**src/rtl/rtc_pkg.sv**
```systemverilog
// rtl/rtc_pkg.sv - shared RTC register map, control bit positions and reset speed
package rtc_pkg;

   localparam logic [3:0]  ADDR_SPEED      = 4'd0;
   localparam logic [3:0]  ADDR_STATUS     = 4'd1;
   localparam logic [3:0]  ADDR_ENABLE     = 4'd2;
   localparam logic [3:0]  ADDR_TIMER_BASE = 4'd8;

   localparam int          RUN_BIT  = 31;
   localparam int          AUTO_BIT = 30;
   localparam int          TRIP_BIT = 29;

   // 2^48 / f_clk for the reference clock the RTC core is normally built with
   localparam logic [31:0] DEFAULT_SPEED = 32'd2814750;

   function automatic logic full_word(input logic [3:0] sel);
      return sel == 4'hF;
   endfunction

endpackage

```
**src/rtl/rtc_multitimer_if.sv**
```systemverilog
// rtl/rtc_multitimer_if.sv - Wishbone-style register bus between a master and the multitimer
interface rtc_multitimer_if;

   logic        i_wb_cyc;
   logic        i_wb_stb;
   logic        i_wb_we;
   logic [3:0]  i_wb_addr;
   logic [31:0] i_wb_data;
   logic [3:0]  i_wb_sel;
   logic        o_wb_stall;
   logic        o_wb_ack;
   logic [31:0] o_wb_data;

   modport master (
      output i_wb_cyc, i_wb_stb, i_wb_we, i_wb_addr, i_wb_data, i_wb_sel,
      input  o_wb_stall, o_wb_ack, o_wb_data
   );

   modport slave (
      input  i_wb_cyc, i_wb_stb, i_wb_we, i_wb_addr, i_wb_data, i_wb_sel,
      output o_wb_stall, o_wb_ack, o_wb_data
   );

endinterface

```
**src/rtl/rtc_tickgen.sv**
```systemverilog
// rtl/rtc_tickgen.sv - fractional-rate sub-second tick and pulse-per-second generator
module rtc_tickgen #(
   parameter int LGSUBCK = 8
) (
   input  logic        i_clk,
   input  logic        i_reset,
   input  logic [31:0] i_speed,
   output logic        o_tick,
   output logic        o_pps
);

   localparam int W = 48 - LGSUBCK;

   logic [W-1:0]       acc;
   logic [W:0]         sum;
   logic [LGSUBCK-1:0] subsec;

   // speed is a fraction of one tick per clock scaled by 2^W; the carry out is the tick
   assign sum = {1'b0, acc} + {{(W-31){1'b0}}, i_speed};

   always_ff @(posedge i_clk) begin
      if (i_reset) begin
         acc    <= '0;
         o_tick <= 1'b0;
         subsec <= '0;
      end else begin
         acc    <= sum[W-1:0];
         o_tick <= sum[W];
         if (o_tick)
            subsec <= subsec + LGSUBCK'(1);
      end
   end

   assign o_pps = o_tick && (&subsec);

endmodule

```
**src/rtl/rtc_multitimer.sv**
```systemverilog
// rtl/rtc_multitimer.sv - NTIMERS count-down timers on a shared sub-second tick, bus register block
module rtc_multitimer #(
   parameter int          NTIMERS       = 4,
   parameter int          LGSUBCK       = 8,
   parameter int          CW            = 24,
   parameter logic [31:0] DEFAULT_SPEED = rtc_pkg::DEFAULT_SPEED
) (
   input  logic          i_clk,
   input  logic          i_reset,
   rtc_multitimer_if.slave wb,
   output logic          o_int,
   output logic          o_tick,
   output logic          o_pps
);

   import rtc_pkg::*;

   logic [31:0]        speed;
   logic [NTIMERS-1:0] status;
   logic [NTIMERS-1:0] enable;
   logic [NTIMERS-1:0] trip;
   logic [NTIMERS-1:0] clr;
   logic               run_q  [NTIMERS];
   logic               auto_q [NTIMERS];
   logic [CW-1:0]      cnt_q  [NTIMERS];
   logic [CW-1:0]      rel_q  [NTIMERS];
   logic [31:0]        rdata;
   logic               wr;
   logic               load;
   logic               unused_bits;

   assign wr          = wb.i_wb_stb && wb.i_wb_we;
   assign load        = &wb.i_wb_sel[2:0];
   assign clr         = (wr && wb.i_wb_addr == ADDR_STATUS) ? wb.i_wb_data[NTIMERS-1:0] : '0;
   assign wb.o_wb_stall = 1'b0;
   assign unused_bits = ^{wb.i_wb_cyc, wb.i_wb_data};

   rtc_tickgen #(
      .LGSUBCK (LGSUBCK)
   ) u_tickgen (
      .i_clk   (i_clk),
      .i_reset (i_reset),
      .i_speed (speed),
      .o_tick  (o_tick),
      .o_pps   (o_pps)
   );

   for (genvar k = 0; k < NTIMERS; k++) begin : g_timer
      localparam logic [3:0] TADDR = ADDR_TIMER_BASE + 4'(k);

      logic          wsel;
      logic          run_w;
      logic          auto_w;
      logic [CW-1:0] cnt_w;
      logic [CW-1:0] rel_w;

      assign wsel   = wr && (wb.i_wb_addr == TADDR);
      assign run_w  = wb.i_wb_sel[3] ? wb.i_wb_data[RUN_BIT]  : run_q[k];
      assign auto_w = wb.i_wb_sel[3] ? wb.i_wb_data[AUTO_BIT] : auto_q[k];
      assign cnt_w  = load ? wb.i_wb_data[CW-1:0] : cnt_q[k];
      assign rel_w  = load ? wb.i_wb_data[CW-1:0] : rel_q[k];

      // a bus write to this channel swallows a coincident tick
      assign trip[k] = !wsel && o_tick && run_q[k] && (cnt_q[k] == CW'(1));

      always_ff @(posedge i_clk) begin
         if (i_reset) begin
            run_q[k]  <= 1'b0;
            auto_q[k] <= 1'b0;
            cnt_q[k]  <= '0;
            rel_q[k]  <= '0;
         end else if (wsel) begin
            run_q[k]  <= run_w && ((cnt_w != '0) || (rel_w != '0));
            auto_q[k] <= auto_w;
            cnt_q[k]  <= cnt_w;
            rel_q[k]  <= rel_w;
         end else if (o_tick && run_q[k] && (cnt_q[k] != '0)) begin
            if (cnt_q[k] != CW'(1)) begin
               cnt_q[k] <= cnt_q[k] - CW'(1);
            end else if (auto_q[k] && (rel_q[k] != '0)) begin
               cnt_q[k] <= rel_q[k];
            end else begin
               cnt_q[k] <= '0;
               run_q[k] <= 1'b0;
            end
         end
      end
   end

   always_ff @(posedge i_clk) begin
      if (i_reset) begin
         speed  <= DEFAULT_SPEED;
         status <= '0;
         enable <= '0;
         o_int  <= 1'b0;
      end else begin
         if (wr && wb.i_wb_addr == ADDR_SPEED && full_word(wb.i_wb_sel))
            speed <= wb.i_wb_data;
         if (wr && wb.i_wb_addr == ADDR_ENABLE)
            enable <= wb.i_wb_data[NTIMERS-1:0];
         // set has priority so a trip racing a clear is never lost
         status <= (status & ~clr) | trip;
         o_int  <= |(status & enable);
      end
   end

   always_comb begin
      rdata = '0;
      if (wb.i_wb_addr == ADDR_SPEED)
         rdata = speed;
      else if (wb.i_wb_addr == ADDR_STATUS)
         rdata[NTIMERS-1:0] = status;
      else if (wb.i_wb_addr == ADDR_ENABLE)
         rdata[NTIMERS-1:0] = enable;
      for (int k = 0; k < NTIMERS; k++) begin
         if (wb.i_wb_addr == ADDR_TIMER_BASE + 4'(k)) begin
            rdata[RUN_BIT]  = run_q[k];
            rdata[AUTO_BIT] = auto_q[k];
            rdata[TRIP_BIT] = status[k];
            rdata[CW-1:0]   = cnt_q[k];
         end
      end
   end

   always_ff @(posedge i_clk) begin
      if (i_reset) begin
         wb.o_wb_ack  <= 1'b0;
         wb.o_wb_data <= '0;
      end else begin
         wb.o_wb_ack <= wb.i_wb_stb;
         if (wb.i_wb_stb)
            wb.o_wb_data <= rdata;
      end
   end

endmodule

```
**src/flat_wrapper.sv**
```systemverilog
// flat-port wrapper written by rule: the top's interface ports become plain ports
module rtc_multitimer_flat import rtc_pkg::*;
#(
   parameter int          NTIMERS       = 4,
   parameter int          LGSUBCK       = 8,
   parameter int          CW            = 24,
   parameter logic [31:0] DEFAULT_SPEED = rtc_pkg::DEFAULT_SPEED
)
  (i_clk, i_reset, o_int, o_tick, o_pps, wb_i_wb_cyc, wb_i_wb_stb, wb_i_wb_we, wb_i_wb_addr, wb_i_wb_data, wb_i_wb_sel, wb_o_wb_stall, wb_o_wb_ack, wb_o_wb_data);
  rtc_multitimer_if wb_i ();
  input  logic i_clk;
  input  logic i_reset;
  output logic o_int;
  output logic o_tick;
  output logic o_pps;
  input wire logic [$bits(wb_i.i_wb_cyc)-1:0] wb_i_wb_cyc;
  input wire logic [$bits(wb_i.i_wb_stb)-1:0] wb_i_wb_stb;
  input wire logic [$bits(wb_i.i_wb_we)-1:0] wb_i_wb_we;
  input wire logic [$bits(wb_i.i_wb_addr)-1:0] wb_i_wb_addr;
  input wire logic [$bits(wb_i.i_wb_data)-1:0] wb_i_wb_data;
  input wire logic [$bits(wb_i.i_wb_sel)-1:0] wb_i_wb_sel;
  output wire logic [$bits(wb_i.o_wb_stall)-1:0] wb_o_wb_stall;
  output wire logic [$bits(wb_i.o_wb_ack)-1:0] wb_o_wb_ack;
  output wire logic [$bits(wb_i.o_wb_data)-1:0] wb_o_wb_data;
  assign wb_i.i_wb_cyc = wb_i_wb_cyc;
  assign wb_i.i_wb_stb = wb_i_wb_stb;
  assign wb_i.i_wb_we = wb_i_wb_we;
  assign wb_i.i_wb_addr = wb_i_wb_addr;
  assign wb_i.i_wb_data = wb_i_wb_data;
  assign wb_i.i_wb_sel = wb_i_wb_sel;
  assign wb_o_wb_stall = wb_i.o_wb_stall;
  assign wb_o_wb_ack = wb_i.o_wb_ack;
  assign wb_o_wb_data = wb_i.o_wb_data;
  rtc_multitimer #(.NTIMERS(NTIMERS), .LGSUBCK(LGSUBCK), .CW(CW), .DEFAULT_SPEED(DEFAULT_SPEED)) u_core (.i_clk(i_clk), .i_reset(i_reset), .wb(wb_i), .o_int(o_int), .o_tick(o_tick), .o_pps(o_pps));
endmodule
```
**config.mk**
```make
export PLATFORM = sky130hd
export DESIGN_NAME = rtc_multitimer_flat
export DESIGN_NICKNAME = d
export VERILOG_FILES = /design/src/rtl/rtc_pkg.sv /design/src/rtl/rtc_multitimer_if.sv /design/src/rtl/rtc_tickgen.sv /design/src/rtl/rtc_multitimer.sv /design/src/flat_wrapper.sv
export SDC_FILE = /design/constraint.sdc
export NUM_CORES = 1
export LEC_CHECK = 0
export BUFFER_PORTS_ARGS = -buffer_cell sky130_fd_sc_hd__buf_2
export CORE_MARGIN = 2
export CORE_UTILIZATION = 35
export CTS_CLUSTER_SIZE = 28
export DETAILED_ROUTE_END_ITERATION = 7
export GPL_TIMING_DRIVEN = 0
export PLACE_DENSITY = 0.51
export SLEW_MARGIN = 10
export SYNTH_ARGS = -nofsm -noshare
export SYNTH_HDL_FRONTEND = slang
export SYNTH_HIERARCHICAL = 1
export SYNTH_SLANG_ARGS = --single-unit
```
**constraint.sdc**
```tcl
create_clock -name i_clk -period 4.7 [get_ports i_clk]
set_clock_uncertainty 0.2 [all_clocks]
set_input_delay 0 -clock i_clk [delete_from_list [all_inputs] [get_ports i_clk]]
set_output_delay 0 -clock i_clk [all_outputs]
set_load 0.1 [all_outputs]
```
==> flow_summary.yaml <==
status:
  status: "completed"
placement:
  place_area_um2: 21200
  dp_hpwl_um: 67500
  placed_cells: 3144
  place_ws_ns: 0.876
  io_buffers: 69
  finalWeightedCongestion: 1.00
final_layout:
  mostFrequentLayoutCells: "369 x nand2_1, 287 x a21oi_1, 200 x edfxtp_1, 190 x nor2_1, 123 x dfxtp_1"
  multi_input_area_um2: 10600
  final_common_cell: "nand2_1"
  area.sequential_um2: 8470
  drive_above_1_share_pct: 8.85
  fin_area_um2: 22900
  finalNetCount: 2559
  syn2layout_area_growth_pct: 15.1
  nFillCells: 5800
  final_cells: 3255
synthesis:
  yosys_warnings: 6
  synth-edff-count: 200
  ys.flop_type: "edfxtp_1"
  synth-seq-cells: 323
  async_flop_share_pct: 0
  syn_area_per_cell_um2: 8.56
  syn_inst: 2318
  synth-seq-area-share_pct: 42.7
  synth.net_count: 2409
  ys_types: 97
  syn-cell-area_um2: 19800
setup_path:
  critPathMaxFanout: 24
  crit_chain: "clkbuf_1 -> or4_1 -> nor3_1 -> a31o_2 -> clkbuf_1 -> nand3_2"
  end_kind: "flip-flop"
  cpMaxStageDelayCell: "nand3_2"
  worstPathArrival_ns: 3.81
  r2r_slack_ns: 0.77
  path_buf_inv: 2
  cp.required_ns: 4.58
  slowest_delay_ns: 0.76
  crit_path_frequent_cell: "clkbuf_1"
  worstSetupStartpointType: "flip-flop"
  path_class: "flip-flop to flip-flop"
  path_delay_family: "simple AND/OR/NAND/NOR gates"
timing:
  setup_viol: 0
  slew_headroom_pct: 18.0
  final_max_slew_viol_count: 0
  fin_setup_tns_ns: 0
  worstMarginPinSlew_ns: 1.23
  final_hold_viol_count: 0
  period_share_pct: 83.7
  clock.fmax_mhz: 254
  setup_ws_ns: 0.767
  period_needed_ns: 3.93
  grt_setup_unrepaired: "no"
clock_tree:
  clock_sinks: 323
  clockBufferDepth: 3
  root_buffer: "clkbuf_16"
  htreeDepth: 2
  cts.clk_slew.worst_paths_ns: 0.06
  cts_tree: "yes"
  postCtsHoldBufs: 38
  insertion_delay_ns: 0.58
  cts_resized: 0
  cts_setup_buffers: 0
  numCtsBuffers: 40
detailed_routing:
  dr.pass1.iters: 6
  routedWlPerCell_um: 27.9
  vias: 20400
  wl_um: 90700
  drt_drc_violations_left: 0
  drtIter0Drc: 2546
  antenna_left: 0
  viasPerCell: 6.26
die:
  die_area_um2: 58600
  die_x_um: 242
  initial_utilization_pct: 35.3
  design.core.area_um2: 56300
  fp.dieH_um: 242
  io_pins: 82
  rows: 87
grt:
  gr-total-overflow: 0
  track_usage_pct: 30.0
  grt_pass1_wl_um: 130000
  grt_pass1_vias: 19000
  grt_max_degree: 29
  antenna_found_initial: 1
pwr:
  total_power_mw: 7.60
  p_per_area_nw_per_um2: 333
  p_leak_nw: 8.21
  peakVddDrop_mv: 0.210
worst_hold_path:
  hold_path.class: "primary input to flip-flop"
job:
  drv_cap: 0
==> cell usage after synthesis, drive strengths merged (12+ instances only) <==
| cell | number | share of area (%) |
|---|---|---|
| a22oi | 35 | 1.3 |
| nand2 | 370 | 7.0 |
| and3 | 12 | 0.38 |
| nor2b | 19 | 0.60 |
| o21ai | 100 | 2.6 |
| or2 | 17 | 0.54 |
| clkbuf | 108 | 2.0 |
| a311oi | 29 | 1.3 |
| o211ai | 14 | 0.53 |
| or3 | 24 | 0.78 |
| nor3 | 95 | 2.6 |
| a22o | 24 | 1.1 |
| xor2 | 28 | 1.2 |
| nor4 | 72 | 2.4 |
| ha | 45 | 2.8 |
| inv | 31 | 0.59 |
| xnor2 | 15 | 0.66 |
| nand4 | 31 | 1.0 |
| nand3 | 68 | 1.7 |
| nand3b | 19 | 0.72 |
| a31oi | 25 | 0.79 |
| buf | 47 | 1.3 |
| nand2b | 21 | 0.66 |
| o22ai | 24 | 0.76 |
| or4 | 21 | 0.87 |
| a21oi | 288 | 7.3 |
| a221oi | 18 | 0.92 |
| nor2 | 191 | 3.6 |
| dfxtp | 123 | 12 |
| a21o | 15 | 0.57 |
| edfxtp | 200 | 30 |
| mux2i | 27 | 1.4 |
| a211oi | 13 | 0.49 |
==> registers in the layout, indices dropped and copies added (netlist names) <==
register                 count
u_core/auto_q                4
u_core/run_q                 4
u_core/speed                32
u_core/u_tickgen/o_tick      1
u_core/wb.o_wb_ack           1
u_core/u_tickgen/acc        40
u_core/rel_q                96
u_core/wb.o_wb_data         32
u_core/cnt_q                96
u_core/enable                4
u_core/o_int                 1
u_core/u_tickgen/subsec      8
u_core/status                4
==> final timing paths <==
| check | startpoint | end | cells after the start |
|---|---|---|---|
| worst max-delay path | u_core/cnt_q[1][26] | u_core/cnt_q[1][46] | 6 |
| worst min register to register | u_core/wb.o_wb_data[27] | u_core/wb.o_wb_data[27] | 2 |
| worst max register to register | u_core/cnt_q[1][26] | u_core/cnt_q[1][46] | 6 |
| worst min-delay path | wb_i_wb_data[28] | u_core/speed[28] | 4 |
==> report_power, final <==
part	total, mW	internal, mW	leakage (nW)	switching [mW]
Clock	3.12	1.83	0.632	1.29
Combinational	1.19	0.359	4.50	0.833
Sequential	3.29	3.15	3.07	0.139
==> tightest hold or removal path: stages <==
cell and delay (ns):
dlygate4sd3_1 0.53, buf_2 0.12, nand2_1 0.05, a21oi_1 0.05
==> layer usage <==
layer	up-vias	track usage, %	routed length [um]
li1	9023	-	-
met1	9938	41.5	37700
met5	-	0	13
met3	216	6.52	9660
met2	1201	43.9	38100
met4	2	15.3	5210
==> cell families after synthesis <==
kind of cell / after synthesis / synth area share (%)
other: 1 / 0.0189
AOI/OAI and AO/OA: 684 / 22.0
muxes: 34 / 1.76
buffers and inverters: 186 / 3.90
adders and majority gates: 46 / 2.94
DFF: 323 / 42.7
and+or+nand+nor: 1001 / 24.8
xor gates and xnor gates: 43 / 1.90
==> stage by stage <==
| step | util (%) | hold WS [ns] |
|---|---|---|
| finish | 40.6 | 0.00624 |
| global route | 40.6 | 0.0319 |
| CTS | 40.6 | 0.000898 |
| detailed placement | 37.6 | 0.0560 |
| global placement | 37.6 | 0.0532 |
| floorplan | - | -0.0760 |
==> final cells by class <==
type	instances	share of cell area (%)
antenna	2	0.0219
buffer	155	2.88
clock buffer	54	4.88
clock inverter	17	0.712
inverter	31	0.509
multi-input combinational	1809	46.5
sequential	323	37.1
tap	756	4.14
timing repair buffer	108	3.26
Power figures use the tool's default switching activity.
